File: config.mk
export PLATFORM = sky130hd
export DESIGN_NAME = verificador_prbs11
export DESIGN_NICKNAME = d
export VERILOG_FILES = /design/src/rtl/verificador_prbs11.sv
export SDC_FILE = /design/constraint.sdc
export NUM_CORES = 1
export LEC_CHECK = 0
export CAP_MARGIN = 20
export CORE_MARGIN = 2
export CORE_UTILIZATION = 25
export CTS_CLUSTER_DIAMETER = 80
export DETAILED_ROUTE_END_ITERATION = 8
export GPL_ROUTABILITY_DRIVEN = 0
export PLACE_DENSITY = 0.54
export SLEW_MARGIN = 20
export SYNTH_ARGS = -nofsm -noshare
export SYNTH_HDL_FRONTEND = slang
export SYNTH_SLANG_ARGS = --single-unit
export TNS_END_PERCENT = 30
File: constraint.sdc
create_clock -name clk -period 2 [get_ports clk]
set_input_delay 0.2 -clock clk [delete_from_list [all_inputs] [get_ports clk]]
set_output_delay 0.2 -clock clk [all_outputs]
set_load 0.01 [all_outputs]
File: src/rtl/verificador_prbs11.sv
// verificador_prbs11: self-synchronising PRBS-11 (x^11+x^9+1) serial checker with lock, error pulse and count.
// Error counter built only when VERIFICADOR_PRBS11_CONTADOR_EN is defined; otherwise contador_erros is 0.
module verificador_prbs11 #(
  parameter int N_TRAVA = 16,
  parameter int N_PERDA = 4,
  parameter int W_CONT  = 16
) (
  input  logic              clk,
  input  logic              rst,
  input  logic              valido,
  input  logic              entrada,
  output logic              travado,
  output logic              erro,
  output logic [W_CONT-1:0] contador_erros
);
  localparam int WT = $clog2(N_TRAVA + 1);
  localparam int WP = $clog2(N_PERDA + 1);
  typedef enum logic {BUSCA, TRAVADO} estado_t;
  estado_t estado_q, estado_d;
  logic [10:0] h_q, h_d;
  logic [3:0] fill_q, fill_d;
  logic [WT-1:0] ct_q, ct_d;
  logic [WP-1:0] cp_q, cp_d;
  logic erro_q, erro_d;
  logic p, dif;
  assign p   = h_q[8] ^ h_q[10];
  assign dif = p ^ entrada;
  always_ff @(posedge clk) begin
    if (rst) begin
      estado_q <= BUSCA;
      h_q      <= '0;
      fill_q   <= '0;
      ct_q     <= '0;
      cp_q     <= '0;
      erro_q   <= 1'b0;
    end else begin
      estado_q <= estado_d;
      h_q      <= h_d;
      fill_q   <= fill_d;
      ct_q     <= ct_d;
      cp_q     <= cp_d;
      erro_q   <= erro_d;
    end
  end
  // Locked: shift in the prediction so one line error gives exactly one pulse
  always_comb begin
    estado_d = estado_q;
    h_d      = h_q;
    fill_d   = fill_q;
    ct_d     = ct_q;
    cp_d     = cp_q;
    if (valido && estado_q == BUSCA) begin
      h_d    = {h_q[9:0], entrada};
      fill_d = (fill_q == 4'd11) ? fill_q : fill_q + 4'd1;
      if (fill_q == 4'd11)
        ct_d = (dif || h_d == '0) ? '0 : ct_q + 1'b1;
      if (ct_d == WT'(N_TRAVA) && h_d != '0) begin
        estado_d = TRAVADO;
        ct_d     = '0;
      end
    end else if (valido) begin
      h_d  = {h_q[9:0], p};
      cp_d = dif ? cp_q + 1'b1 : '0;
      if (cp_d == WP'(N_PERDA)) begin
        estado_d = BUSCA;
        fill_d   = '0;
        ct_d     = '0;
        cp_d     = '0;
      end
    end
  end
  always_comb begin
    erro_d = valido && estado_q == TRAVADO && dif;
  end
  assign travado = estado_q == TRAVADO;
  assign erro    = erro_q;
`ifdef VERIFICADOR_PRBS11_CONTADOR_EN
  logic [W_CONT-1:0] cnt_q;
  always_ff @(posedge clk) begin
    if (rst) cnt_q <= '0;
    else if (erro_d && ~&cnt_q) cnt_q <= cnt_q + 1'b1;
  end
  assign contador_erros = cnt_q;
`else
  assign contador_erros = '0;
`endif
endmodule

After elaboration in Yosys (flattened, before gate mapping)
Cells that the tools add are included.

storage, ports and cells
  input bits = 4
  memory bits (read-only) = 0
  bits in latches = 0
  logic and storage cells = 50
  memories = 0
  flip-flop bits (word level) = 25
  bits in writable memories = 0
  output and inout bits = 18

cells by class
  add/sub/neg operators = 3
  equality and inequality tests = 5
  shifts and indexed selects = 0
  bitwise logic cells = 4
  magnitude comparators = 0
  divide/modulo/power cells = 0
  $mul = 0
  reductions and logical operators = 13
  mux-type cells = 19

operators with widths
  kind                                                                     number
  5-bit 2-to-1 mux                                                         7
  11-bit 2-to-1 mux                                                        2
  4-bit 2-to-1 mux                                                         4
  11-bit zero test                                                         1
  11-bit nonzero test                                                      1
  3-bit 2-to-1 mux                                                         2
  3-bit AND reduction                                                      2
  5-bit by 1-bit adder with 5-bit output, second input constant            1
  5-bit equality test, second input constant                               1
  4-bit by 1-bit adder with 4-bit output, second input constant            1
  4-bit equality test, second input constant                               1
  1-bit logical AND                                                        4
  1-bit 2-to-1 mux                                                         4
  2-bit AND reduction                                                      2
  2-bit nonzero test                                                       2
  3-bit by 1-bit adder with 3-bit output, second input constant            1
  3-bit equality test, second input constant                               1
  2-bit by 1-bit inequality test with 1-bit output, second input constant  1
  2-bit inequality test, second input constant                             1
  1-bit NOT                                                                2
  1-bit bitwise XOR                                                        2
  1-bit logical OR                                                         1

Depth between registers and ports, before layout
Gate-level depths: netlist (run 1).

  depth after elaboration = 10
  mapped depth = 7
  gate-level depth less buffers = 6

Worst setup path before layout (run 1)
No wires, ideal clock.

  kind = reg-to-reg
  start point = register fill_q[0]
  end point = register ct_q[4]
  data required time = 1.883 ns
  library setup time = 0.117 ns
  stages on the path, launching flop included = 8
  path slack = -0.088 ns
  arrival time = 1.970 ns
  path buffers = 1
  period minus slack after synthesis = 2.088 ns
  path through = dfxtp_1 -> ha_1 -> and3b_1 -> clkbuf_1 -> mux2_2 -> nor2_1 -> or4b_4 -> a32o_1

on the way
  cells in the longest elaborated chain, start to end = 7

RTL lines
  element                  line  RTL
  from (decl)              21    logic [3:0] fill_q, fill_d;
  from (signal assigned)   39    fill_q <= fill_d;
  4-bit equality test (*)  55    if (fill_q == 4'd11)
  5-bit 2-to-1 mux (*)     55
  5-bit 2-to-1 mux (*)     52    if (valido && estado_q == BUSCA) begin
  5-bit equality test      57    if (ct_d == WT'(N_TRAVA) && h_d != '0) begin
  1-bit logical AND        57
  5-bit 2-to-1 mux (*)     57
  5-bit 2-to-1 mux (*)     52
  to (signal assigned)     40    ct_q <= ct_d;
  to (decl)                22    logic [WT-1:0] ct_q, ct_d;

Mark *: on every way between the ends. The rest lies on a longest branch, timed or not. The select of a mux whose other input is x is not followed.
A chain may end at the register's enable or synchronous reset.

Worst setup path in the final report (run 1)
  start point = register h_q[0]
  end point = register ct_q[4]

on the way
  cells in the longest elaborated chain, start to end = 9
  elaborated cells between the ends (all ways) = 10
  classes of those cells = eq/ne (1); mux (5); reduce/logical (4)

RTL lines
  element                 line  RTL
  from (decl)             20    logic [10:0] h_q, h_d;
  from (signal assigned)  31    h_q <= '0;
  from (signal assigned)  38    h_q <= h_d;
  11-bit zero test        56    ct_d = (dif || h_d == '0) ? '0 : ct_q + 1'b1;
  1-bit logical OR        56
  5-bit 2-to-1 mux        56
  5-bit 2-to-1 mux        55
  5-bit 2-to-1 mux        52
  5-bit equality test     57
  1-bit logical AND       57
  5-bit 2-to-1 mux (*)    57
  5-bit 2-to-1 mux (*)    52

Marked as above.

==> results of run 1 <==
power by group:
part / internal [mW] / switching [mW] / total, mW
logic: 0.0475 / 0.0604 / 0.108
clock network: 0.143 / 0.158 / 0.301
registers: 0.503 / 0.00345 / 0.507
total: 0.693 / 0.222 / 0.915
synthesized netlist by cell type, types with 2 or more instances:
cell,n,area share
nand2_1,8,0.022
dfxtp_1,25,0.37
nand3_1,4,0.015
o21ai_0,6,0.022
buf_4,16,0.089
nand2b_1,3,0.014
nor2_1,24,0.067
a21oi_1,13,0.048
mux2i_1,10,0.074
xnor2_1,4,0.026
a22oi_1,3,0.017
clkbuf_1,6,0.017
nor3_1,5,0.019
inv_1,3,0.0084
or4_1,2,0.011
ha_1,3,0.028
cell type report:
cell class                      count  area share
Clock buffer                        4      0.0273
Inverter                            3     0.00683
Multi-Input combinational cell    121       0.466
Sequential cell                    25       0.308
Tap cell                           70      0.0532
Timing Repair Buffer               29       0.139
metal layers:
layer  track usage  vias up  wire (um)
met4        0.0393        0         43
met1         0.132      498       1330
li1              -      567          -
met5             0        -          0
met2         0.157       27       1210
met3        0.0302        4        156
cells by family (layout without fill, tap and decap cells):
| family | after synthesis | after routing | synth area share |
|---|---|---|---|
| buffers and inverters | 25 | 36 | 0.114 |
| other | 1 | 16 | 0.00278 |
| flip-flops | 25 | 25 | 0.371 |
| XOR/XNOR | 6 | 6 | 0.0492 |
| multiplexers | 11 | 11 | 0.0826 |
| adder cells (fa/ha/maj) | 3 | 3 | 0.0279 |
| AND/OR/NAND/NOR | 57 | 57 | 0.216 |
| AO/OA/AOI/OAI | 28 | 28 | 0.136 |
worst max-delay path by stage:
| stage | start | end | slack, ns | cells past startpoint |
|---|---|---|---|---|
| finish | h_q[0] | ct_q[4] | -0.03 | 5 |
| global route | h_q[0] | ct_q[4] | -0.08 | 5 |
| CTS | h_q[4] | ct_q[4] | -0.03 | 5 |
| detailed placement | entrada | ct_q[4] | -0.19 | 6 |
| global placement | entrada | ct_q[4] | -0.18 | 6 |
| floorplan | fill_q[0] | ct_q[4] | 0.006 | 7 |
worst reg2reg max path: stages, from the launching register on:
cell	delay, ns
dfxtp_2	0.33
or4_4	0.55
o31ai_4	0.28
o21ai_2	0.09
or4b_4	0.48
a32o_1	0.21
per-stage QoR:
step / area (sq um) / setup slack [ns] / instances / utilization / setup TNS, ns
after floorplan: 1420 / 0.00632 / 171 / - / 0
after global placement: 1580 / -0.175 / 247 / 0.307 / -1.26
after detailed placement: 1580 / -0.193 / 247 / 0.307 / -1.03
after CTS: 1630 / -0.0254 / 252 / 0.318 / -0.0254
after global routing: 1650 / -0.0826 / 252 / 0.321 / -0.116
final: 1650 / -0.0288 / 252 / 0.321 / -0.0288
state kept, by name, indices dropped and copies added (netlist names):
name,cells
erro,1
travado,1
fill_q,4
h_q,11
cp_q,3
ct_q,5
what timing repair did:
| action | in CTS | in global routing |
|---|---|---|
| resized for setup | 3 | 6 |
| setup buffers | 1 | 0 |
| setup endpoints to repair | 1 | 5 |
| pin swaps | 3 | 4 |
layout by cell type, fill, tap and decap left out, types with 2 or more instances in the layout:
cell type / instances
a21oi_1: 13
a22oi_1: 3
buf_4: 24
clkbuf_8: 3
clkdlybuf4s50_1: 4
conb_1: 16
dfxtp_1: 20
dfxtp_2: 5
ha_1: 2
inv_1: 3
mux2i_1: 10
nand2_1: 8
nand2b_1: 3
nand3_1: 4
nor2_1: 24
nor3_1: 5
o21ai_0: 6
or4_4: 2
xnor2_1: 4
==> metrics.txt, run 1 <==
Final nets 190; Final Critical Period 2.03 ns; HPWL after detailed placement 2130 um; # Max-Cap Violations 0; initial antenna violation count 0; pins over their slew limit 0; worst flop-to-flop path startpoint h_q[0]; Crit path max-delay family simple AND/OR/NAND/NOR gates; mean area per synthesized cell 8.64 sq um; row count 26; skew final 0.00153 ns; hold-fix buffers at CTS 0; Fillers about 550; synth-to-layout area growth 22.3%; Reg clk slew, reported paths 0.09 ns; die width 77.4 um; TritonCTS clock tree done; Final Hold Vio Count 0; VDD IR max 263 uV; Post-synth EDFFs 0; vias per cell 4.35; Root Buffer clkbuf_8; # port buffers 5; count of final setup violators 1; CP endpoint kind flip-flop; Post-Syn Area 1350 sq um; HP Start cp_q[2]; WL/cell 10.9 um; IO Pins 22; Multi-input gate area 768 sq um; run status finished with violations; DRT Pass-1 Iters 4; failing checks setup timing; Tcrit/Tclk final 1.01; FF+latch count, synth 25; Final WS setup -0.0288 ns; Leak Pwr 0.692 nW; fmax 493 MHz; antenna cells 0; Pwr Density 555 nW/um^2; Core Area 5140 sq um; CP max FO 2; kind of critical path reg2reg; H-tree level count 1; DR vias roughly 1100; Post-synth top flop dfxtp_1; CTS sink cnt 25; Post-route DRC 0; hold crit path type reg2reg; register area share after synthesis 0.371; worst-path cell chain or4_4 -> o31ai_4 -> o21ai_2 -> or4b_4 -> a32o_1; r2r endpoint ct_q[4]; WP data arrival 2.20 ns; total gr overflow 0; Endpoint, Worst Hold cp_q[2]; Sequential Area 507 sq um; Total GRT Usage 0.101; reg2reg setup slack -0.03 ns; Initial Utilization 0.262; Cell variety after synth 37; Largest stage delay, worst path 0.55 ns; Die H 77.4 um; Hold WS slightly above 0.5 ns; R2R cell count 5; final WL 2740 um; asr flop ratio synth 0; ANT nets after route 0; WP data required 2.17 ns; vias in the first global route 1032; TritonCTS buffer count 3; Yosys warnings 0; Skew-Pair Late Insertion Delay ~0.27 ns; DIE AREA 5990 sq um; layout cells sized above 1 0.236; Power Total 0.915 mW; CP Launch Type flip-flop; RSZ-0062 raised after global routing yes; pin count of the biggest net entering global routing 15; drt initial violations 45; Longest Clk Path Bufs 2; Syn Inst Count 156; Slowest-stage cell, CP or4_4; Hold Crit Depth 2; first-pass GRT wire length 4850 um; CP Buf/Inv Count 0
(Power assumes the default switching activity.)
==> run 2, diff against run 1 <==
--- a/config.mk
+++ b/config.mk
@@ -5,12 +5,14 @@
 export SDC_FILE = /design/constraint.sdc
 export NUM_CORES = 1
 export LEC_CHECK = 0
+export ABC_CLOCK_PERIOD_IN_PS = 2000
 export CAP_MARGIN = 20
 export CORE_MARGIN = 2
 export CORE_UTILIZATION = 25
 export CTS_CLUSTER_DIAMETER = 80
 export DETAILED_ROUTE_END_ITERATION = 8
 export GPL_ROUTABILITY_DRIVEN = 0
+export MAX_ROUTING_LAYER = met4
 export PLACE_DENSITY = 0.54
 export SLEW_MARGIN = 20
 export SYNTH_ARGS = -nofsm -noshare
==> run 2 against run 1 <==
Compared with the run above:
- the run still ends with setup timing left
- critical path depth is the same
- hold slack is essentially flat
- sequential share of layout area is the same
- power is essentially flat
- wire length grew 0.51%
- die area is the same
- utilization is the same
- cell count is the same
- non-clock buffer count is the same
- clock skew is essentially flat
- highest routed layer unchanged
==> metrics.txt, run 2 (same netlist as run 1, synthesis figures left out) <==
WP data required 2.17 ns; pin count of the biggest net entering global routing 15; worst-path cell chain or4_4 -> o31ai_4 -> o21ai_2 -> or4b_4 -> a32o_1; Reg clk slew, reported paths 0.09 ns; RSZ-0062 raised after global routing yes; Total GRT Usage 0.104; Skew-Pair Late Insertion Delay 0.27 ns; Core Area 5140 sq um; first-pass GRT wire length 4860 um; WL/cell 10.9 um; Largest stage delay, worst path 0.55 ns; Tcrit/Tclk final 1.01; row count 26; setup TNS -0.0276 ns; Reg with most FFs h_q; die width roughly 77 um; CTS sink cnt 25; TritonCTS buffer count 3; # Max-Cap Violations 0; Pwr Density ~560 nW/um^2; number of flip-flops under the largest register name 11; TritonCTS clock tree done; Int Pwr 0.693 mW; count of final setup violators 1; Final nets between 150 and 200; hold crit path type reg2reg; drt initial violations 45; skew final 0.00181 ns; biggest regs h_q (11), ct_q (5), fill_q (4); antenna cells 0; commonest non-fill, non-tap cells in the layout nor2_1, buf_4, dfxtp_1; Switching Fraction 0.243; DR vias 1103; initial antenna violation count 0; synth-to-layout area growth 22.3%; Final Critical Period 2.03 ns; final core utilization 0.321; HPWL after detailed placement 2130 um; Slowest-stage cell, CP or4_4; CP max FO 2; Post-route DRC 0; Clock Power Share 0.329; failing checks setup timing; total gr overflow 0; kind of critical path reg2reg; vias per cell 4.38; Comb power frac 0.118; H-tree level count 1; ANT nets after route 0; pins over their slew limit 0; Longest Clk Path Bufs 2; Root Buffer clkbuf_8; VDD IR max ~260 uV; # port buffers 5; vias in the first global route around 1000; Die H 77.4 um; Final Hold Vio Count 0; DRT Pass-1 Iters 4; CP endpoint kind flip-flop; Final WS setup -0.0276 ns; WP data arrival 2.20 ns; Leak Pwr 0.692 nW; DIE AREA 5990 sq um; final WL around 2800 um; fmax roughly 490 MHz; switching power approximately 0.22 mW; layout cells sized above 1 0.236; IO Pins 22; run status finished with violations; CP Launch Type flip-flop; Initial Utilization 0.262; register share of total power 0.553
[run 2: cell counts in the layout (fill, tap and decap cells not counted)]
Identical to the previous run, type by type.
[run 2: final cells by class]
type	instances	area [sq um]
repair buffers	29	229
clock buffers	4	45.0
flip-flops and latches	25	507
inverters	3	11.3
multi-input cells	121	768
well taps	70	87.6
fillers	551	3490
[run 2: worst max-delay path, delay by kind of cell (launching register included)]
family / cells / cell delay, ns
DFF: 1 / 0.33
AOI/OAI and AO/OA: 3 / 0.58
and+or+nand+nor: 2 / 1.03
[run 2: what timing repair did]
action | CTS | global route
buffers inserted | 1 | 0
setup endpoints to repair | 1 | 5
gates resized for setup | 3 | 6
pin swaps | 3 | 4
hold buffers | 0 | 0
[run 2: through the flow]
step | setup slack (ns) | instances | power (mW) | hold slack, ns | area (sq um)
3_5_place_dp | -0.193 | 247 | 0.623 | 0.495 | 1580
4_1_cts | -0.0254 | 252 | 0.928 | 0.509 | 1630
2_1_floorplan | 0.00632 | 171 | 0.606 | 0.269 | 1420
6_report | -0.0276 | 252 | 0.916 | 0.513 | 1650
3_3_place_gp | -0.175 | 247 | 0.623 | 0.485 | 1580
5_1_grt | -0.0826 | 252 | 0.960 | 0.546 | 1650
[run 2: worst paths after layout]
kind / start / to / slack [ns] / depth (start not counted)
setup / recovery: h_q[0] / ct_q[4] / -0.03 / 5
hold / removal: cp_q[2] / cp_q[2] / 0.51 / 2
setup reg to reg: h_q[0] / ct_q[4] / -0.03 / 5
hold reg to reg: cp_q[2] / cp_q[2] / 0.51 / 2
[run 2: power by group through the flow]
stage / combinational (mW) / sequential [mW] / clock, mW
final: 0.108 / 0.507 / 0.301
after global routing: 0.120 / 0.507 / 0.333
after CTS: 0.105 / 0.506 / 0.316
after detailed placement: 0.105 / 0.518 / 0
after global placement: 0.105 / 0.518 / 0
after floorplan: 0.0880 / 0.518 / 0
[run 2: layer usage]
metal,global-route usage,vias up,share of wire
met1,0.132,505,0.49
met2,0.157,27,0.44
met4,0.0393,0,0.017
li1,-,567,-
met3,0.0302,4,0.052
met5,-,-,0
